### src/rtl/lfsr_pkg.sv
// Shared constants and helpers for the lfsr pseudo-random source.
// Tap masks are written with bit i set for each tapped state bit.
package lfsr_pkg;

    localparam int unsigned MAX_W = 32'd16;

    localparam logic [7:0]  TAPS_W8  = 8'hB8;
    localparam logic [15:0] TAPS_W16 = 16'hD008;

    localparam logic [MAX_W-1:0] ONE_X = 16'h0001;

    // An all-zero state is the LFSR lockup point, so it is never allowed in.
    function automatic logic [MAX_W-1:0] sanitize_seed(input logic [MAX_W-1:0] v);
        return (v == 16'h0000) ? ONE_X : v;
    endfunction

    function automatic logic lfsr_fb(input logic [MAX_W-1:0] state,
                                     input logic [MAX_W-1:0] taps);
        return ^(state & taps);
    endfunction

endpackage

### src/rtl/lfsr_if.sv
// Control and result bundle between the lfsr and its consumer.
interface lfsr_if #(
    parameter int unsigned WIDTH = 32'd8
);
    logic             en;
    logic             load;
    logic [WIDTH-1:0] load_value;
    logic [WIDTH-1:0] rnd;
    logic [WIDTH-1:0] rnd_range;
    logic [WIDTH-1:0] step_cnt;

    modport master (
        output en, load, load_value,
        input  rnd, rnd_range, step_cnt
    );

    modport slave (
        input  en, load, load_value,
        output rnd, rnd_range, step_cnt
    );
endinterface

### src/rtl/lfsr_range.sv
// Combinational range reducer: (value % RANGE) + OFFSET, truncated to WIDTH.
// Only built when LFSR_RANGE_EN is defined.
`ifdef LFSR_RANGE_EN
module lfsr_range #(
    parameter int unsigned WIDTH  = 32'd8,
    parameter int unsigned RANGE  = 32'd26,
    parameter int unsigned OFFSET = 32'h0000_0061
) (
    input  logic [WIDTH-1:0] i_value,
    output logic [WIDTH-1:0] o_value
);
    localparam logic [WIDTH-1:0] RANGE_V  = WIDTH'(RANGE);
    localparam logic [WIDTH-1:0] ONE_V    = WIDTH'(32'd1);
    // A zero modulus is rejected at elaboration; this keeps the divider defined.
    localparam logic [WIDTH-1:0] RANGE_S  = (RANGE_V == WIDTH'(32'd0)) ? ONE_V : RANGE_V;
    localparam logic [WIDTH-1:0] OFFSET_V = WIDTH'(OFFSET);

    logic [WIDTH-1:0] w_mod;

    // Unsigned modulus followed by offset; the sum wraps at WIDTH bits.
    always_comb begin
        w_mod   = i_value % RANGE_S;
        o_value = w_mod + OFFSET_V;
    end
endmodule
`endif

### src/rtl/lfsr.sv
// Fibonacci LFSR random source with step counter and optional range output.
// Macro LFSR_RANGE_EN enables rnd_range; otherwise rnd_range is tied to zero.
module lfsr
    import lfsr_pkg::*;
#(
    parameter int unsigned WIDTH  = 32'd8,
    parameter int unsigned SEED   = 32'd1,
    parameter int unsigned RANGE  = 32'd26,
    parameter int unsigned OFFSET = 8'h61
) (
    input  logic  i_clk,
    input  logic  i_reset,
    lfsr_if.slave io_bus
);
    localparam logic [WIDTH-1:0] ZERO_V      = WIDTH'(32'd0);
    localparam logic [WIDTH-1:0] ONE_V       = WIDTH'(32'd1);
    localparam logic [WIDTH-1:0] SEED_T      = WIDTH'(SEED);
    localparam logic [WIDTH-1:0] RESET_STATE = WIDTH'(sanitize_seed(MAX_W'(SEED_T)));
    localparam logic [MAX_W-1:0] W_TAPS      = (WIDTH == 32'd16) ? TAPS_W16 : MAX_W'(TAPS_W8);

    if ((WIDTH != 32'd8) && (WIDTH != 32'd16)) begin : g_bad_width
        $error("lfsr: WIDTH must be 8 or 16");
    end
    if ((RANGE < 32'd1) || (RANGE >= (32'd1 << WIDTH))) begin : g_bad_range
        $error("lfsr: RANGE must lie in 1..2^WIDTH-1");
    end
    if (OFFSET >= (32'd1 << WIDTH)) begin : g_wide_offset
        $warning("lfsr: OFFSET is wider than WIDTH, upper bits are dropped");
    end

    logic [WIDTH-1:0] r_state;
    logic [WIDTH-1:0] r_cnt;
    logic [WIDTH-1:0] w_state_nxt;
    logic [WIDTH-1:0] w_cnt_nxt;
    logic             w_fb;

    // Next state: load beats the lockup guard, which beats stepping; otherwise hold.
    always_comb begin
        w_fb        = lfsr_fb(MAX_W'(r_state), W_TAPS);
        w_state_nxt = r_state;
        w_cnt_nxt   = r_cnt;
        if (io_bus.load) begin
            w_state_nxt = WIDTH'(sanitize_seed(MAX_W'(io_bus.load_value)));
            w_cnt_nxt   = ZERO_V;
        end else if (r_state == ZERO_V) begin
            w_state_nxt = ONE_V;
        end else if (io_bus.en) begin
            w_state_nxt = {r_state[WIDTH-2:0], w_fb};
            w_cnt_nxt   = r_cnt + ONE_V;
        end else begin
            w_state_nxt = r_state;
            w_cnt_nxt   = r_cnt;
        end
    end

    // State and step counter registers with synchronous reset.
    always_ff @(posedge i_clk) begin
        if (i_reset) begin
            r_state <= RESET_STATE;
            r_cnt   <= ZERO_V;
        end else begin
            r_state <= w_state_nxt;
            r_cnt   <= w_cnt_nxt;
        end
    end

    assign io_bus.rnd      = r_state;
    assign io_bus.step_cnt = r_cnt;

`ifdef LFSR_RANGE_EN
    lfsr_range #(
        .WIDTH  (WIDTH),
        .RANGE  (RANGE),
        .OFFSET (OFFSET)
    ) u_range (
        .i_value (r_state),
        .o_value (io_bus.rnd_range)
    );
`else
    assign io_bus.rnd_range = ZERO_V;
`endif

endmodule

### src/flat_wrapper.sv
// flat-port wrapper written by rule: the top's interface ports become plain ports
module lfsr_flat import lfsr_pkg::*;
#(
    parameter int unsigned WIDTH  = 32'd8,
    parameter int unsigned SEED   = 32'd1,
    parameter int unsigned RANGE  = 32'd26,
    parameter int unsigned OFFSET = 8'h61
)
  (i_clk, i_reset, io_bus_en, io_bus_load, io_bus_load_value, io_bus_rnd, io_bus_rnd_range, io_bus_step_cnt);
  lfsr_if #(.WIDTH(WIDTH)) io_bus_i ();
  input  logic i_clk;
  input  logic i_reset;
  input wire logic [$bits(io_bus_i.en)-1:0] io_bus_en;
  input wire logic [$bits(io_bus_i.load)-1:0] io_bus_load;
  input wire logic [$bits(io_bus_i.load_value)-1:0] io_bus_load_value;
  output wire logic [$bits(io_bus_i.rnd)-1:0] io_bus_rnd;
  output wire logic [$bits(io_bus_i.rnd_range)-1:0] io_bus_rnd_range;
  output wire logic [$bits(io_bus_i.step_cnt)-1:0] io_bus_step_cnt;
  assign io_bus_i.en = io_bus_en;
  assign io_bus_i.load = io_bus_load;
  assign io_bus_i.load_value = io_bus_load_value;
  assign io_bus_rnd = io_bus_i.rnd;
  assign io_bus_rnd_range = io_bus_i.rnd_range;
  assign io_bus_step_cnt = io_bus_i.step_cnt;
  lfsr #(.WIDTH(WIDTH), .SEED(SEED), .RANGE(RANGE), .OFFSET(OFFSET)) u_core (.i_clk(i_clk), .i_reset(i_reset), .io_bus(io_bus_i));
endmodule
### config.mk
export PLATFORM = sky130hd
export DESIGN_NAME = lfsr_flat
export DESIGN_NICKNAME = d
export VERILOG_FILES = /design/src/rtl/lfsr_pkg.sv /design/src/rtl/lfsr_if.sv /design/src/rtl/lfsr_range.sv /design/src/rtl/lfsr.sv /design/src/flat_wrapper.sv
export SDC_FILE = /design/constraint.sdc
export NUM_CORES = 1
export LEC_CHECK = 0
export CAP_MARGIN = 5
export CORE_MARGIN = 8
export CORE_UTILIZATION = 44
export CTS_BUF_LIST = sky130_fd_sc_hd__clkbuf_4 sky130_fd_sc_hd__clkbuf_8
export CTS_CLUSTER_SIZE = 20
export DETAILED_ROUTE_END_ITERATION = 8
export GPL_TIMING_DRIVEN = 0
export PLACE_DENSITY = 0.81
export RECOVER_POWER = 25
export SLEW_MARGIN = 25
export SYNTH_ARGS = -nofsm -noshare
export SYNTH_HDL_FRONTEND = slang
export SYNTH_HIERARCHICAL = 1
export SYNTH_SLANG_ARGS = --single-unit
### constraint.sdc
create_clock -name i_clk -period 2.2 [get_ports i_clk]
set_input_delay 0.66 -clock i_clk [delete_from_list [all_inputs] [get_ports i_clk]]
set_output_delay 0.66 -clock i_clk [all_outputs]
set_load 0.05 [all_outputs]
==> results of run 1 <==
-- layer usage --
metal	up-vias	part of all wire, %	global-route usage (%)	wire, um
li1	434	-	-	-
met1	403	42	13.9	989
met2	38	46	21.7	1090
met3	2	11	4.94	270
met4	0	0.30	2.92	7
met5	-	0	0	0
-- worst paths after layout --
check	startpoint	endpoint	slack (ns)
worst min register to register	u_core/io_bus.rnd[4]	u_core/io_bus.rnd[4]	0.52
worst max register to register	u_core/io_bus.rnd[4]	u_core/io_bus.step_cnt[6]	0.36
worst max-delay path	u_core/io_bus.rnd[5]	io_bus_rnd[5]	0.07
worst min-delay path	u_core/io_bus.rnd[4]	u_core/io_bus.rnd[4]	0.52
-- kinds of logic (layout without fill, tap and decap cells) --
family	after synthesis	count (layout)	share of synthesized area (%)
XOR/XNOR	6	6	5.69
flip-flops	16	16	34.7
multiplexers	6	6	6.50
AO/OA/AOI/OAI	23	23	17.9
other	1	8	0.406
buffers and inverters	15	45	11.9
AND/OR/NAND/NOR	36	36	20.2
adder cells (fa/ha/maj)	2	2	2.71
-- registers in the layout, summed over array words and instances, names as in the netlist --
name,cells
u_core/io_bus.rnd,8
u_core/io_bus.step_cnt,8
-- layout by cell type, fill, tap and decap left out, drive strengths merged --
master	instances
a211oi	6
a21oi	5
a22oi	2
a31oi	1
a41o	1
and2	1
buf	12
clkbuf	8
clkdlybuf4s50	13
conb	8
dfxtp	16
dlygate4sd2	10
ha	2
inv	2
mux2i	6
nand2	4
nand3	3
nand4	2
nor2	14
nor3	3
nor4	1
nor4b	2
o211ai	1
o21ai	6
o31ai	1
or2	1
or3	3
or4	1
or4b	1
xnor2	4
xor2	2
-- per-stage QoR --
stage	setup WS, ns	hold slack [ns]	instance area [um2]
final	0.0742	0.524	1240
after global routing	0.0153	0.567	1240
after CTS	0.00601	0.521	1270
after detailed placement	0.0679	0.501	1240
after global placement	0.102	0.496	1240
after floorplan	0.251	0.713	950
-- synthesized netlist by cell type --
cell type	number	area (um2)
xor2_1	2	17.5
conb_1	1	3.75
a22oi_1	2	15.0
nand4_1	2	12.5
buf_4	8	60.1
ha_1	2	25.0
o21ai_0	5	25.0
xnor2_1	4	35.0
nor2_1	14	52.6
nand3_1	3	15.0
mux2i_1	6	60.1
a41o_1	1	10.0
or2_2	1	6.26
o211ai_1	1	7.51
nor4b_1	2	17.5
buf_2	1	5.00
or3_1	3	18.8
dfxtp_1	16	320
or4_1	1	7.51
a31oi_1	1	6.26
a211oi_1	3	22.5
a21oi_1	5	25.0
inv_1	2	7.51
or4b_4	1	13.8
clkbuf_1	1	3.75
nand2_1	4	15.0
a211oi_2	3	37.5
and2_1	1	6.26
o31ai_1	1	7.51
o21ai_2	1	8.76
nor3_1	3	15.0
buf_6	3	33.8
nor4_1	1	6.26
-- final cells by class --
cell class | count | share of cell area [%]
multi-input cells | 81 | 41.4
flip-flops and latches | 16 | 25.7
repair buffers | 26 | 18.4
plain buffers | 13 | 8.24
clock buffers | 4 | 2.91
well taps | 27 | 2.71
inverters | 2 | 0.603
-- power groups by stage --
| stage | combinational, mW | sequential, mW | clock [mW] |
|---|---|---|---|
| after CTS | 0.229 | 0.322 | 0.203 |
| after global routing | 0.242 | 0.325 | 0.216 |
| after detailed placement | 0.234 | 0.329 | 0 |
| final | 0.226 | 0.322 | 0.195 |
| after global placement | 0.231 | 0.328 | 0 |
| after floorplan | 0.120 | 0.375 | 0 |
-- repair_timing --
action / CTS / global route
gates cloned: 0 / 0
endpoints found under the setup margin: 10 / 3
resized for setup: 10 / 3
==> impl_results.md, run 1 <==
* Die height at 61.8 um
* H-tree Lvls at 1
* Critical-path top delay cell: clkdlybuf4s50_1
* Largest net degree at the start of global routing at 11
* Core ar. at 1960 um2
* Multi-input logic area at 515 um2
* CTS Root Cell: clkbuf_4
* Antenna viol nets, final at 0
* Placed cell count at 165
* Syn Inst Count at 105
* Worst-path fanout max at 3
* P_int at 487 uW
* Avg WL per Cell at 13.9 um
* Layout area overhead at 34.8%
* Setup tns final at 0 ns
* Max Cap Viol at 0
* Worst skew pair latency at 0.29 ns
* FF+latch area at 320 um2
* Final wirelength at 2350 um
* Final period utilization at 96.6%
* TritonCTS buffer count at 3
* Die X at 61.8 um
* Pwr Density at 597 nW/um2
* Total power draw at 743 uW
* Initial core utilization at 47.1%
* CP required at 1.54 ns
* Critical-path cell list: clkdlybuf4s50_1
* CP top delay family: buffers and inverters
* Cells on worst reg2reg path at 6
* Pins over their slew limit at 0
* # DRC at 0
* Critical Path Sink Type: output pin
* Levels on crit path at 1
* Net count reported at finish at 157
* DP HPWL at 1880 um
* Worst Setup Start Kind: flip-flop
* Switching Share at 34.5%
* Gate power share at 30.4%
* Avg Inst Size Synth at 8.79 um2
* Lkg Pwr at 0.546 nW
* Gr usage total at 12.5%
* Seq/Total Area, Yosys at 34.7%
* Port bufs at 26
* Die ar. at 3820 um2
* Antenna diode count at 0
* Detailed-route via count at 877
* Max Buffers Root-to-Sink at 2
* Psw at 256 uW
* Hold path cells at 2
* Final Non-Filler Cells at 169
* Yosys reg bits at 16
* Distinct cells, synth at 33
* FILL cells at 188
* Critical path buffers and inverters at 1
* Vias in the first global route at 857
* Max stage delay on crit path at 0.82 ns
* Util after Layout at 63.5%
* Crit path DAT at 1.47 ns
* First-pass GRT wire length at 3700 um
* Starting DRC count in detailed routing at 16
* CP Class: flip-flop to output pin
* Clock transition at path regs at 0.10 ns
* YS warnings at 6
* Sequential share of power at 43.3%
* Final hold violations at 0
* GP Congestion at 0.845
* DR pass1 iterations at 4
* Slew @ Worst Pin at 0.636 ns
* Maximum VDD drop at 0.000364 V
* Via density per instance at 5.19
* RSZ-0062 raised after global routing: no
* Share of cells above drive strength 1 at 14.8%
* Slew headroom at 57.0%
* Syn Std Cell Area at 923 um2
* Antenna violations before repair at 0
* Remaining Overflow, GRT at 0
* Row count at 16
* Ports at 36
* Final worst path period need at 2.13 ns
* Status: complete, no violations
* Setup violators final at 0
* CTS tree: built
* Min-delay worst type: flip-flop to flip-flop
* Clock share of power at 26.3%
* CTS Sinks at 16
* Max Clock Skew at 0.00754 ns
* Fmax at 470 MHz
* Postcts setup bufs at 0
* Hold_buf cts at 0
Power figures use the tool's default switching activity.
==> run 2, diff against run 1 <==
--- a/config.mk
+++ b/config.mk
@@ -5,6 +5,7 @@
 export SDC_FILE = /design/constraint.sdc
 export NUM_CORES = 1
 export LEC_CHECK = 0
+export ABC_CLOCK_PERIOD_IN_PS = 2200
 export CAP_MARGIN = 5
 export CORE_MARGIN = 8
 export CORE_UTILIZATION = 44
@@ -12,8 +13,9 @@
 export CTS_CLUSTER_SIZE = 20
 export DETAILED_ROUTE_END_ITERATION = 8
 export GPL_TIMING_DRIVEN = 0
-export PLACE_DENSITY = 0.81
+export PLACE_DENSITY = 0.84
 export RECOVER_POWER = 25
+export SETUP_SLACK_MARGIN = 0.02
 export SLEW_MARGIN = 25
 export SYNTH_ARGS = -nofsm -noshare
 export SYNTH_HDL_FRONTEND = slang
==> run 2 against run 1 <==
Clock skew shrank 0.0036 ns. Count of clock-buffer cells in the layout down 1. Register-to-register slack got worse by 0.20 ns. Total power is 5.3% lower. Combinational power about the same.
==> impl_results.md, run 2 (same netlist as run 1, synthesis figures left out) <==
* Status: complete, no violations
* H-tree Lvls at 1
* # DRC at 0
* Remaining Overflow, GRT at 0
* Net count reported at finish at 157
* Fmax at 469 MHz
* Gr usage total at 13.3%
* Clock transition at path regs at 0.09 ns
* CTS Root Cell: clkbuf_4
* DR pass1 iterations at 4
* Setup WS post-layout at 0.0672 ns
* Final worst path period need at 2.13 ns
* Layout area overhead at 34.0%
* Critical path buffers and inverters at 1
* Switching Share at 36.1%
* Setup violators final at 0
* Port bufs at 26
* Setup tns final at 0 ns
* Antenna violations before repair at 0
* CTS Sinks at 16
* Placed cell areas at 1240 um2
* Crit path from: u_core/io_bus.rnd[5]
* Row count at 16
* Max Cap Viol at 0
* Min-delay src: u_core/io_bus.rnd[5]
* Worst-path fanout max at 3
* Core ar. at 1960 um2
* Postcts setup bufs at 0
* Pins over their slew limit at 0
* Die height at 61.8 um
* Detailed-route via count at 883
* Vias in the first global route at 921
* Worst skew pair latency at 0.28 ns
* Gate power share at 32.1%
* DP HPWL at 1930 um
* Antenna viol nets, final at 0
* Most common cell after layout, fill and taps aside: dfxtp_1
* Largest net degree at the start of global routing at 11
* Die ar. at 3820 um2
* Pwr Density at 569 nW/um2
* Critical-path cell list: clkdlybuf4s50_1
* Final wirelength at 2400 um
* GP Congestion at 0.884
* Crit path DAT at 1.47 ns
* Sequential share of power at 45.6%
* First-pass GRT wire length at 3880 um
* P_int at 450 uW
* CP top delay family: buffers and inverters
* CTS tree: built
* CP required at 1.54 ns
* Reg-to-Reg Start: u_core/io_bus.rnd[5]
* Maximum VDD drop at 0.000450 V
* Commonest non-fill, non-tap cells in the layout: dfxtp_1, nor2_1, clkdlybuf4s50_1
* Slew @ Worst Pin at 0.674 ns
* Initial core utilization at 47.1%
* Max stage delay on crit path at 0.82 ns
* Post_cts resized at 12
* TritonCTS buffer count at 3
* Min-delay worst type: flip-flop to flip-flop
* Starting DRC count in detailed routing at 13
* CP Class: flip-flop to output pin
* Setup WS pre-CTS at 0.0820 ns
* Worst Setup Start Kind: flip-flop
* Antenna diode count at 0
* RSZ-0062 raised after global routing: no
* Max Buffers Root-to-Sink at 2
* Max Clock Skew at 0.00397 ns
* Lkg Pwr at 0.551 nW
* Die X at 61.8 um
* Via density per instance at 5.26
* Final hold violations at 0
* Ports at 36
* Final period utilization at 96.9%
* Critical Path Sink Type: output pin
* Avg WL per Cell at 14.3 um
* Clock share of power at 22.3%
* FILL cells at 193
* Slew headroom at 54.4%
* Psw at 254 uW
* Hold_buf cts at 0
* Critical-path top delay cell: clkdlybuf4s50_1
* Share of cells above drive strength 1 at 13.5%
* Post-route cell area at 1240 um2
[run 2: cell count changes in the layout (fill, tap and decap cells not counted)]
cell / before / now
o21ai_0: 5 / 6
clkbuf_8: 1 / 0
dlygate4sd2_1: 10 / 12
o21ai_2: 1 / 0
clkbuf_1: 4 / 2
[run 2: layer usage]
layer	up-vias	global-route usage [%]	routed length, um
met5	-	0	0
met4	0	4.55	8
met3	2	4.53	211
met2	35	23.2	1180
met1	410	14.5	1000
li1	436	-	-
[run 2: path summary, 6_finish.rpt]
| kind | end | slack, ns | cells after the start |
|---|---|---|---|
| worst min-delay path | u_core/io_bus.rnd[5] | 0.52 | 2 |
| worst max register to register | u_core/io_bus.rnd[1] | 0.16 | 7 |
| worst max-delay path | io_bus_rnd[5] | 0.07 | 1 |
| worst min register to register | u_core/io_bus.rnd[5] | 0.52 | 2 |
[run 2: power by group through the flow]
stage,sequential (mW),combinational [mW],clock (mW)
final,0.321,0.226,0.157
after global placement,0.328,0.231,0
after floorplan,0.375,0.120,0
after detailed placement,0.328,0.236,0
after global routing,0.325,0.243,0.169
after CTS,0.321,0.229,0.160
[run 2: cell type report]
cell class,instances,area [um2],share of cell area (%)
multi-input cells,81,512,41.4
well taps,27,33.8,2.73
repair buffers,26,239,19.3
flip-flops and latches,16,320,25.9
clock buffers,3,22.5,1.82
inverters,2,7.51,0.607
plain buffers,13,103,8.29
[run 2: through the flow]
step	std cells	hold slack, ns	utilization [%]	power [mW]
after global placement	165	0.495	63.4	0.559
after floorplan	112	0.713	-	0.496
final	168	0.525	63.1	0.704
after global routing	168	0.537	63.1	0.737
after detailed placement	165	0.501	63.4	0.564
after CTS	168	0.520	63.8	0.710
==> run 3, diff against run 2 <==
--- a/config.mk
+++ b/config.mk
@@ -6,11 +6,10 @@
 export NUM_CORES = 1
 export LEC_CHECK = 0
 export ABC_CLOCK_PERIOD_IN_PS = 2200
-export CAP_MARGIN = 5
 export CORE_MARGIN = 8
 export CORE_UTILIZATION = 44
 export CTS_BUF_LIST = sky130_fd_sc_hd__clkbuf_4 sky130_fd_sc_hd__clkbuf_8
-export CTS_CLUSTER_SIZE = 20
+export CTS_CLUSTER_SIZE = 8
 export DETAILED_ROUTE_END_ITERATION = 8
 export GPL_TIMING_DRIVEN = 0
 export PLACE_DENSITY = 0.84
==> results of run 3 <==
Same layout as run 2: the final DEF is identical, and so are final timing and power.
